[config.mk]
export PLATFORM = sky130hd
export DESIGN_NAME = dmem_access_unit_flat
export DESIGN_NICKNAME = d
export VERILOG_FILES = /design/src/rtl/dmem_access_unit_if.sv /design/src/rtl/dmem_access_unit.sv /design/src/flat_wrapper.sv
export SDC_FILE = /design/constraint.sdc
export NUM_CORES = 1
export LEC_CHECK = 0
export ABC_AREA = 1
export CORE_MARGIN = 8
export CORE_UTILIZATION = 26
export DETAILED_ROUTE_END_ITERATION = 12
export GPL_TIMING_DRIVEN = 0
export MAX_ROUTING_LAYER = met4
export SETUP_SLACK_MARGIN = 0.4
export SYNTH_ARGS = -nofsm -noshare
export SYNTH_HDL_FRONTEND = slang
export SYNTH_SLANG_ARGS = --single-unit
[constraint.sdc]
create_clock -name clk -period 8.6 [get_ports clk]
set_input_delay 0.86 -clock clk [delete_from_list [all_inputs] [get_ports clk]]
set_output_delay 0.86 -clock clk [all_outputs]
set_load 0.01 [all_outputs]
[src/rtl/dmem_access_unit_if.sv]
// rtl/dmem_access_unit_if.sv - pipeline request/response and dmem bus bundle for dmem_access_unit
interface dmem_access_unit_if;
  logic        req_valid;
  logic        req_write;
  logic [2:0]  req_funct3;
  logic [31:0] req_addr;
  logic [31:0] req_wdata;
  logic        busy;
  logic        resp_valid;
  logic [31:0] resp_rdata;
  logic        resp_fault;
  logic [31:0] mem_address;
  logic [31:0] mem_data_out;
  logic        mem_write;
  logic        mem_read;
  logic [31:0] mem_data_in;

  modport master (
    output req_valid, req_write, req_funct3, req_addr, req_wdata, mem_data_in,
    input  busy, resp_valid, resp_rdata, resp_fault,
    input  mem_address, mem_data_out, mem_write, mem_read
  );

  modport slave (
    input  req_valid, req_write, req_funct3, req_addr, req_wdata, mem_data_in,
    output busy, resp_valid, resp_rdata, resp_fault,
    output mem_address, mem_data_out, mem_write, mem_read
  );
endinterface

[src/rtl/dmem_access_unit.sv]
// rtl/dmem_access_unit.sv - MA-stage RV32I load/store controller for a word-only dmem
// Optional: define DMEM_MISALIGN_TRAP_EN to fault misaligned halfword/word accesses.
module dmem_access_unit #(
  parameter int MEM_DEPTH = 1024
) (
  input  logic clk,
  input  logic reset,
  dmem_access_unit_if.slave bus
);

  typedef enum logic [2:0] {IDLE, RD, WSETUP, WPULSE, RESP} state_t;

  state_t      state_q, state_d;
  logic [1:0]  addr_lo_q;
  logic [2:0]  funct3_q;
  logic [31:0] wdata_q;
  logic        write_q;
  logic [31:0] resp_rdata_q;
  logic        resp_fault_q;
  logic [31:0] mem_address_q;
  logic [31:0] mem_data_out_q;
  logic        mem_write_q;

  logic [29:0] req_idx;
  logic        range_fault;
  logic        funct3_fault;
  logic        misalign_fault;
  logic        acc_fault;

  function automatic logic [31:0] load_extract(input logic [31:0] w, input logic [1:0] a,
                                                input logic [2:0] f);
    logic [7:0]  b;
    logic [15:0] h;
    b = w[{a, 3'b000} +: 8];
    h = a[1] ? w[31:16] : w[15:0];
    case (f[1:0])
      2'b00:   return f[2] ? {24'b0, b} : {{24{b[7]}}, b};
      2'b01:   return f[2] ? {16'b0, h} : {{16{h[15]}}, h};
      default: return w;
    endcase
  endfunction

  function automatic logic [31:0] store_merge(input logic [31:0] w, input logic [1:0] a,
                                               input logic [2:0] f, input logic [31:0] d);
    logic [31:0] m;
    m = w;
    if (f[1:0] == 2'b00) begin
      m[{a, 3'b000} +: 8] = d[7:0];
    end else if (a[1]) begin
      m[31:16] = d[15:0];
    end else begin
      m[15:0] = d[15:0];
    end
    return m;
  endfunction

  always_comb begin
    req_idx      = bus.req_addr[31:2];
    range_fault  = ({2'b00, req_idx} >= 32'(MEM_DEPTH));
    if (bus.req_write) begin
      funct3_fault = !(bus.req_funct3 inside {3'b000, 3'b001, 3'b010});
    end else begin
      funct3_fault = !(bus.req_funct3 inside {3'b000, 3'b001, 3'b010, 3'b100, 3'b101});
    end
`ifdef DMEM_MISALIGN_TRAP_EN
    misalign_fault = ((bus.req_funct3[1:0] == 2'b01) && bus.req_addr[0]) ||
                     ((bus.req_funct3[1:0] == 2'b10) && (bus.req_addr[1:0] != 2'b00));
`else
    misalign_fault = 1'b0;
`endif
    acc_fault = range_fault || funct3_fault || misalign_fault;
  end

  always_comb begin
    state_d = state_q;
    case (state_q)
      IDLE: begin
        if (bus.req_valid) begin
          if (acc_fault)                      state_d = RESP;
          else if (!bus.req_write)            state_d = RD;
          else if (bus.req_funct3 == 3'b010)  state_d = WSETUP;
          else                                state_d = RD;
        end
      end
      RD:      state_d = write_q ? WSETUP : RESP;
      WSETUP:  state_d = WPULSE;
      WPULSE:  state_d = RESP;
      RESP:    state_d = IDLE;
      default: state_d = IDLE;
    endcase
  end

  always_ff @(posedge clk or posedge reset) begin
    if (reset) begin
      state_q        <= IDLE;
      addr_lo_q      <= '0;
      funct3_q       <= '0;
      wdata_q        <= '0;
      write_q        <= 1'b0;
      resp_rdata_q   <= '0;
      resp_fault_q   <= 1'b0;
      mem_address_q  <= '0;
      mem_data_out_q <= '0;
      mem_write_q    <= 1'b0;
    end else begin
      state_q     <= state_d;
      // Registered strobe: high exactly while state is WPULSE.
      mem_write_q <= (state_d == WPULSE);
      case (state_q)
        IDLE: begin
          if (bus.req_valid) begin
            addr_lo_q    <= bus.req_addr[1:0];
            funct3_q     <= bus.req_funct3;
            wdata_q      <= bus.req_wdata;
            write_q      <= bus.req_write;
            resp_fault_q <= acc_fault;
            if (acc_fault) begin
              resp_rdata_q <= '0;
            end else begin
              mem_address_q <= {2'b00, req_idx};
              if (bus.req_write) mem_data_out_q <= bus.req_wdata;
            end
          end
        end
        RD: begin
          if (write_q) mem_data_out_q <= store_merge(bus.mem_data_in, addr_lo_q, funct3_q, wdata_q);
          else         resp_rdata_q   <= load_extract(bus.mem_data_in, addr_lo_q, funct3_q);
        end
        WPULSE:  resp_rdata_q <= '0;
        default: ;
      endcase
    end
  end

  assign bus.busy         = (state_q != IDLE);
  assign bus.resp_valid   = (state_q == RESP);
  assign bus.resp_rdata   = resp_rdata_q;
  assign bus.resp_fault   = resp_fault_q;
  assign bus.mem_address  = mem_address_q;
  assign bus.mem_data_out = mem_data_out_q;
  assign bus.mem_write    = mem_write_q;
  assign bus.mem_read     = (state_q == RD);

endmodule

[src/flat_wrapper.sv]
// flat-port wrapper written by rule: the top's interface ports become plain ports
module dmem_access_unit_flat 
#(
  parameter int MEM_DEPTH = 1024
)
  (clk, reset, bus_req_valid, bus_req_write, bus_req_funct3, bus_req_addr, bus_req_wdata, bus_mem_data_in, bus_busy, bus_resp_valid, bus_resp_rdata, bus_resp_fault, bus_mem_address, bus_mem_data_out, bus_mem_write, bus_mem_read);
  dmem_access_unit_if bus_i ();
  input  logic clk;
  input  logic reset;
  input wire logic [$bits(bus_i.req_valid)-1:0] bus_req_valid;
  input wire logic [$bits(bus_i.req_write)-1:0] bus_req_write;
  input wire logic [$bits(bus_i.req_funct3)-1:0] bus_req_funct3;
  input wire logic [$bits(bus_i.req_addr)-1:0] bus_req_addr;
  input wire logic [$bits(bus_i.req_wdata)-1:0] bus_req_wdata;
  input wire logic [$bits(bus_i.mem_data_in)-1:0] bus_mem_data_in;
  output wire logic [$bits(bus_i.busy)-1:0] bus_busy;
  output wire logic [$bits(bus_i.resp_valid)-1:0] bus_resp_valid;
  output wire logic [$bits(bus_i.resp_rdata)-1:0] bus_resp_rdata;
  output wire logic [$bits(bus_i.resp_fault)-1:0] bus_resp_fault;
  output wire logic [$bits(bus_i.mem_address)-1:0] bus_mem_address;
  output wire logic [$bits(bus_i.mem_data_out)-1:0] bus_mem_data_out;
  output wire logic [$bits(bus_i.mem_write)-1:0] bus_mem_write;
  output wire logic [$bits(bus_i.mem_read)-1:0] bus_mem_read;
  assign bus_i.req_valid = bus_req_valid;
  assign bus_i.req_write = bus_req_write;
  assign bus_i.req_funct3 = bus_req_funct3;
  assign bus_i.req_addr = bus_req_addr;
  assign bus_i.req_wdata = bus_req_wdata;
  assign bus_i.mem_data_in = bus_mem_data_in;
  assign bus_busy = bus_i.busy;
  assign bus_resp_valid = bus_i.resp_valid;
  assign bus_resp_rdata = bus_i.resp_rdata;
  assign bus_resp_fault = bus_i.resp_fault;
  assign bus_mem_address = bus_i.mem_address;
  assign bus_mem_data_out = bus_i.mem_data_out;
  assign bus_mem_write = bus_i.mem_write;
  assign bus_mem_read = bus_i.mem_read;
  dmem_access_unit #(.MEM_DEPTH(MEM_DEPTH)) u_core (.clk(clk), .reset(reset), .bus(bus_i));
endmodule
Yosys cells after proc, flatten, opt, wreduce, memory -nomap -nowiden --
Index checks and enable logic that the tools add are counted.
Word-level totals: logic and storage cells 71, input port bits 103, register bits after elaboration 121, output and inout bits 101
Operators by class: add/subtract/negate cells 1, shift-type cells 3, magnitude comparators 1, bitwise gates (word level) 1, equal/unequal tests 16, multiplexer cells 24, reduce and logical (&&, ||, !) cells 15
Operator list (count):
- 32-bit 2-to-1 mux | 10
- 32-bit case mux with 2 select lines | 2
- 32-bit case mux with 3 select lines | 1
- 16-bit 2-to-1 mux | 3
- 32-bit bitwise mux | 1
- 8-bit by 7-bit variable shift with 32-bit output, first input constant | 1
- 32-bit by 6-bit variable part select with 8-bit output | 1
- 8-bit by 7-bit variable part select with 32-bit output | 1
- 30-bit by 11-bit greater-or-equal comparator with 1-bit output, second input constant | 1
- 3-bit by 2-bit equality test with 1-bit output, second input constant | 4
- 3-bit 2-to-1 mux | 4
- 3-bit case mux with 4 select lines | 1
- 3-bit equality test, second input constant | 3
- 3-bit nonzero test | 3
- 2-bit inequality test, second input constant | 4
- 5-bit negator with 7-bit output | 1
- 3-bit by 1-bit equality test with 1-bit output, second input constant | 2
- 3-bit logical NOT | 2
- 5-bit AND reduction | 1
- 5-bit nonzero test | 1
- 2-bit by 1-bit inequality test with 1-bit output, second input constant | 2
- 4-bit AND reduction | 1
- 3-bit AND reduction | 1
- 2-bit by 1-bit equality test with 1-bit output, second input constant | 1
- 8 further kinds | 9

Longest topological paths before layout --
depth in word-level cells 9, mapped depth 13

Least setup slack after synthesis --
Ideal clock, no wire load.
path type register to register, start point register u_core.addr_lo_q[1], end point register u_core.mem_data_out_q[27], in the netlist u_core.bus.mem_data_out[27], clock period less this slack 2.063 ns, data arrival time 1.997 ns, slack 6.537 ns, path buffers 2, stages on the path, launching flop included 12, library setup time 0.066 ns, cells stage by stage dfrtp_1 inv_2 buf_4 clkbuf_1 ha_1 nor2_1 nand3_1 nand2_1 nand3_1 nand2_1 nand3_1 nand2_1
On the way: longest elaborated chain between the ends 6, elaborated cells between the ends (all ways) 8, classes of those cells 1 x add/sub; 2 x shift; 5 x mux
RTL lines:
- from (decl) | RTL line dmem_access_unit.sv:14 | logic [1:0] addr_lo_q;
- from (signal assigned) | RTL line dmem_access_unit.sv:112 | addr_lo_q <= bus.req_addr[1:0];
- 5-bit negator with 7-bit output | RTL line dmem_access_unit.sv:48 | m[{a, 3'b000} +: 8] = d[7:0];
- 8-bit by 7-bit variable part select with 32-bit output / 8-bit by 7-bit variable shift with 32-bit output (equally long branches) | RTL line dmem_access_unit.sv:48
- 32-bit bitwise mux | RTL line dmem_access_unit.sv:48
- 32-bit 2-to-1 mux * | RTL line dmem_access_unit.sv:47 | if (f[1:0] == 2'b00) begin
- 32-bit 2-to-1 mux * | RTL line dmem_access_unit.sv:126 | if (write_q) mem_data_out_q <= store_merge(bus.mem_data_in, addr_lo_q, funct3_q, wdata_q);
- 32-bit case mux with 2 select lines * | RTL line dmem_access_unit.sv:109 | case (state_q)
- to (signal assigned) | RTL line dmem_access_unit.sv:121 | if (bus.req_write) mem_data_out_q <= bus.req_wdata;
- to (signal assigned) | RTL line dmem_access_unit.sv:126
- to (decl) | RTL line dmem_access_unit.sv:21 | logic [31:0] mem_data_out_q;
Mark *: on every way between the ends. The rest lies on a longest branch, timed or not. The select of a mux whose other input is x is not followed. A chain may end at the register's enable or synchronous reset.

Worst setup path in the final report --
start point register u_core.state_q[2], end point output bus_mem_read
On the way: longest elaborated chain between the ends 1
RTL lines:
- from (decl) | RTL line dmem_access_unit.sv:13 | state_t state_q, state_d;
- from (signal assigned) | RTL line dmem_access_unit.sv:106 | state_q <= state_d;
- 3-bit by 1-bit equality test with 1-bit output | RTL line dmem_access_unit.sv:142 | assign bus.mem_read = (state_q == RD);
- to (decl) | RTL line flat_wrapper.sv:23 | output wire logic [$bits(bus_i.mem_read)-1:0] bus_mem_read;
Every way passes these cells.

==> reports/qor.txt <==
Multi-input logic area -> 0.00329 mm^2
DP Worst Slack -> 5.80 ns
Max-slew headroom -> 0.544
First-pass GRT wire length -> 41.7 mm
Fin worst setup slack -> 5.41 ns
CP Capture Type -> output pin
Synth-to-Final Area Change -> 44.8%
Post-DP HPWL -> 21.3 mm
Placer Congestion -> 0.940
Yosys reg bits -> 121
Achievable Freq -> 314 MHz
Proportion of layout cells with a drive suffix above 1 -> 0.0839
Crit Path Class -> register to output pin
Syn_area_per_cell -> 7.31 um^2
TritonCTS clock tree -> built
Final Hold Vio Count -> 0
Period utilization -> 0.371
CORE AREA -> 0.0259 mm^2
Hold-fix buffer count after cts -> 0
CTS clk-pin slew, worst paths -> 0.07 ns
Synth Instances -> 933
Area occupied by registers -> 0.00303 mm^2
Max-cap violations -> 0
Crit path to -> bus_mem_read
Origin of the worst setup path -> u_core.state_q[2]$_DFF_PP0_
Post-CTS Setup Inserts -> 0
Mapped Area -> 0.00682 mm^2
PD cells -> 167 mW/mm^2
CP Launch Type -> register
Static Leak -> 4.71 nW
Max Slew Vio Count -> 0
Critical Path AT -> 2.33 ns
TNS Setup -> 0 ns
Hold path cells -> 2
H-tree lvl count -> 4
Initial antenna violation count -> 2
Ports -> 204
Clock buffer depth -> 2
Fill count -> 2,713
Initial Util -> 0.263
Yosys warning total -> 0
Worst-path fanout max -> 10
FF-to-FF End -> u_core.bus.mem_data_out[29]$_DFFE_PP0P_
Crit-path leading delay family -> buffers and inverters
Worst Path Required -> 7.74 ns
DR vias/cell -> 4.76
CP max stage delay -> 0.61 ns
Worst Max-Slew Pin Slew -> 0.684 ns
Worst r2r src -> u_core.addr_lo_q[1]$_DFFE_PP0P_
Post-layout nets -> 1,263
Port Buffers -> 201
Die area -> 0.0317 mm^2
Row count -> 59
HP Class -> register to register
WP buf/inv -> 4
Avg WL per Cell -> 18.1 um
Largest net degree at the start of global routing -> 70
Clock Root Buffer -> clkbuf_16
Post-synth cell types -> 34
Worst-Skew Late Latency -> 0.43 ns
Total CTS buffers -> 17
Share of the synthesized area in the top cell type -> 0.444
Via count -> 7,169
Status -> finished, final reports clean
Detailed Route Iter0 Violations -> 573
Seq/Total Area, Yosys -> 0.444
Slowest CP cell -> clkdlybuf4s50_1
CTS Sinks -> 121
Final ANT Viol Nets -> 0
Post-CTS Resized -> 0
Vias in the first global route -> 7,070
Drt pass-1 iters -> 5
Overflow after GRT -> 0
R2r setup slk -> 5.83 ns
Minimum clock period -> 3.19 ns
Path depth of the worst reg2reg path -> 11
Largest cells by area after synthesis -> dfrtp_1 (44%), nand2_1 (18%), nand3_1 (6.6%), a21oi_1 (4.5%), o21ai_0 (3.7%)
Endpoints failing setup -> 0
Drt total wl -> 27.3 mm
Skew final -> 0.00857 ns
Drt drc -> 0
Maximum VDD drop -> 0.113 mV
Chip Height -> 178 um
Tot GR Track Use -> 0.177
Cell taking the most area after synthesis -> dfrtp_1
Cell depth of the worst setup path -> 5
Die W -> 178 um
RSZ-0062 raised after global routing -> false
Crit-path most repeated cell -> inv_1
CP Cell Sequence -> inv_1, nand3_2, inv_1, buf_2, clkdlybuf4s50_1
flip-flops by register name, summed over array words and instances, names as in the netlist:
| register | flops |
|---|---|
| u_core.bus.mem_data_out | 32 |
| u_core.bus.resp_rdata | 32 |
| u_core.bus.mem_address | 30 |
| u_core.wdata_q | 16 |
| u_core.funct3_q | 3 |
| u_core.state_q | 3 |
| u_core.addr_lo_q | 2 |
| u_core.bus.mem_write | 1 |
| u_core.bus.resp_fault | 1 |
| u_core.write_q | 1 |
synthesized netlist by cell type, drive strengths merged:
| master | n |
|---|---|
| o21a | 20 |
| a21oi | 61 |
| inv | 61 |
| or2 | 15 |
| o211ai | 15 |
| nand3 | 92 |
| o21ai | 69 |
| nand4 | 16 |
| ha | 5 |
| a21boi | 7 |
| buf | 35 |
| clkbuf | 23 |
| a22o | 1 |
| nand3b | 2 |
| nor3 | 1 |
| and2 | 2 |
| clkinv | 1 |
| dfrtp | 121 |
| conb | 1 |
| nor2 | 37 |
| nand2 | 341 |
| o221ai | 7 |
report_power, final:
part	total, mW	switching (mW)	leakage, nW	internal [mW]
sequential	0.594	0.0108	1.65	0.583
combinational	0.331	0.207	2.78	0.124
clock	0.725	0.317	0.276	0.408
total	1.65	0.535	4.71	1.12
cell families (layout without fill, tap and decap cells):
kind of cell    after synthesis  count (layout)  share of synthesized area
compound gates              180             180                      0.152
fa+ha+maj                     5               5                    0.00917
buf+inv                     120             354                     0.0752
flops                       121             121                      0.444
other cells                   1               5                   0.000550
simple gates                506             506                      0.320
worst min-delay path by stage:
stage	slack, ns	to	startpoint
global placement	0.45	u_core.bus.mem_address[6]$_DFFE_PP0P_	u_core.bus.mem_address[6]$_DFFE_PP0P_
finish	0.47	u_core.bus.mem_data_out[19]$_DFFE_PP0P_	u_core.bus.mem_data_out[19]$_DFFE_PP0P_
CTS	0.48	u_core.bus.mem_data_out[8]$_DFFE_PP0P_	u_core.bus.mem_data_out[8]$_DFFE_PP0P_
floorplan	0.46	u_core.wdata_q[15]$_DFFE_PP0P_	u_core.wdata_q[15]$_DFFE_PP0P_
detailed placement	0.46	u_core.bus.mem_data_out[10]$_DFFE_PP0P_	u_core.bus.mem_data_out[10]$_DFFE_PP0P_
global route	0.49	u_core.bus.mem_data_out[20]$_DFFE_PP0P_	u_core.bus.mem_data_out[20]$_DFFE_PP0P_
per-layer routing:
metal / track usage / share of wire / vias up
met3: 0.0650 / 0.089 / 32
li1: - / - / 3507
met1: 0.222 / 0.44 / 3402
met4: 0.0528 / 0.021 / 0
met2: 0.264 / 0.45 / 228
met5: - / 0 / -
placed cells by master (no fill, tap or decap), types with 4 or more instances in the layout:
master,n
nand2_1,336
clkdlybuf4s50_1,201
dfrtp_1,121
nand3_1,90
a21oi_1,61
inv_1,52
o21ai_0,50
nor2_1,36
buf_2,28
clkbuf_1,23
o21a_1,20
o21ai_1,19
clkbuf_16,17
nand4_1,16
or2_2,15
o211ai_1,15
inv_6,8
a21boi_0,7
o221ai_1,7
inv_2,6
ha_1,5
buf_4,4
layout make-up:
class	instances	area share
multi-input combinational	693	0.333
sequential	121	0.307
timing repair buffer	202	0.206
clock buffer	17	0.0431
tap	335	0.0424
buffer	58	0.0279
inverter	62	0.0246
clock inverter	15	0.0156
antenna	3	0.000760
stage by stage:
step	hold slack [ns]	cells	area, um^2	power (mW)	util
after floorplan	0.464	934	6830	0.801	-
after global placement	0.454	1470	9260	0.928	0.357
after detailed placement	0.462	1471	9290	0.931	0.359
after CTS	0.477	1503	9870	1.66	0.381
after global routing	0.486	1505	9880	1.72	0.381
final	0.473	1506	9880	1.65	0.381
worst min-delay path, delay by kind of cell (launching register included):
family / cells / cell delay [ns]
simple gates: 2 / 0.10
flops: 1 / 0.34
Power figures use the tool's default switching activity.
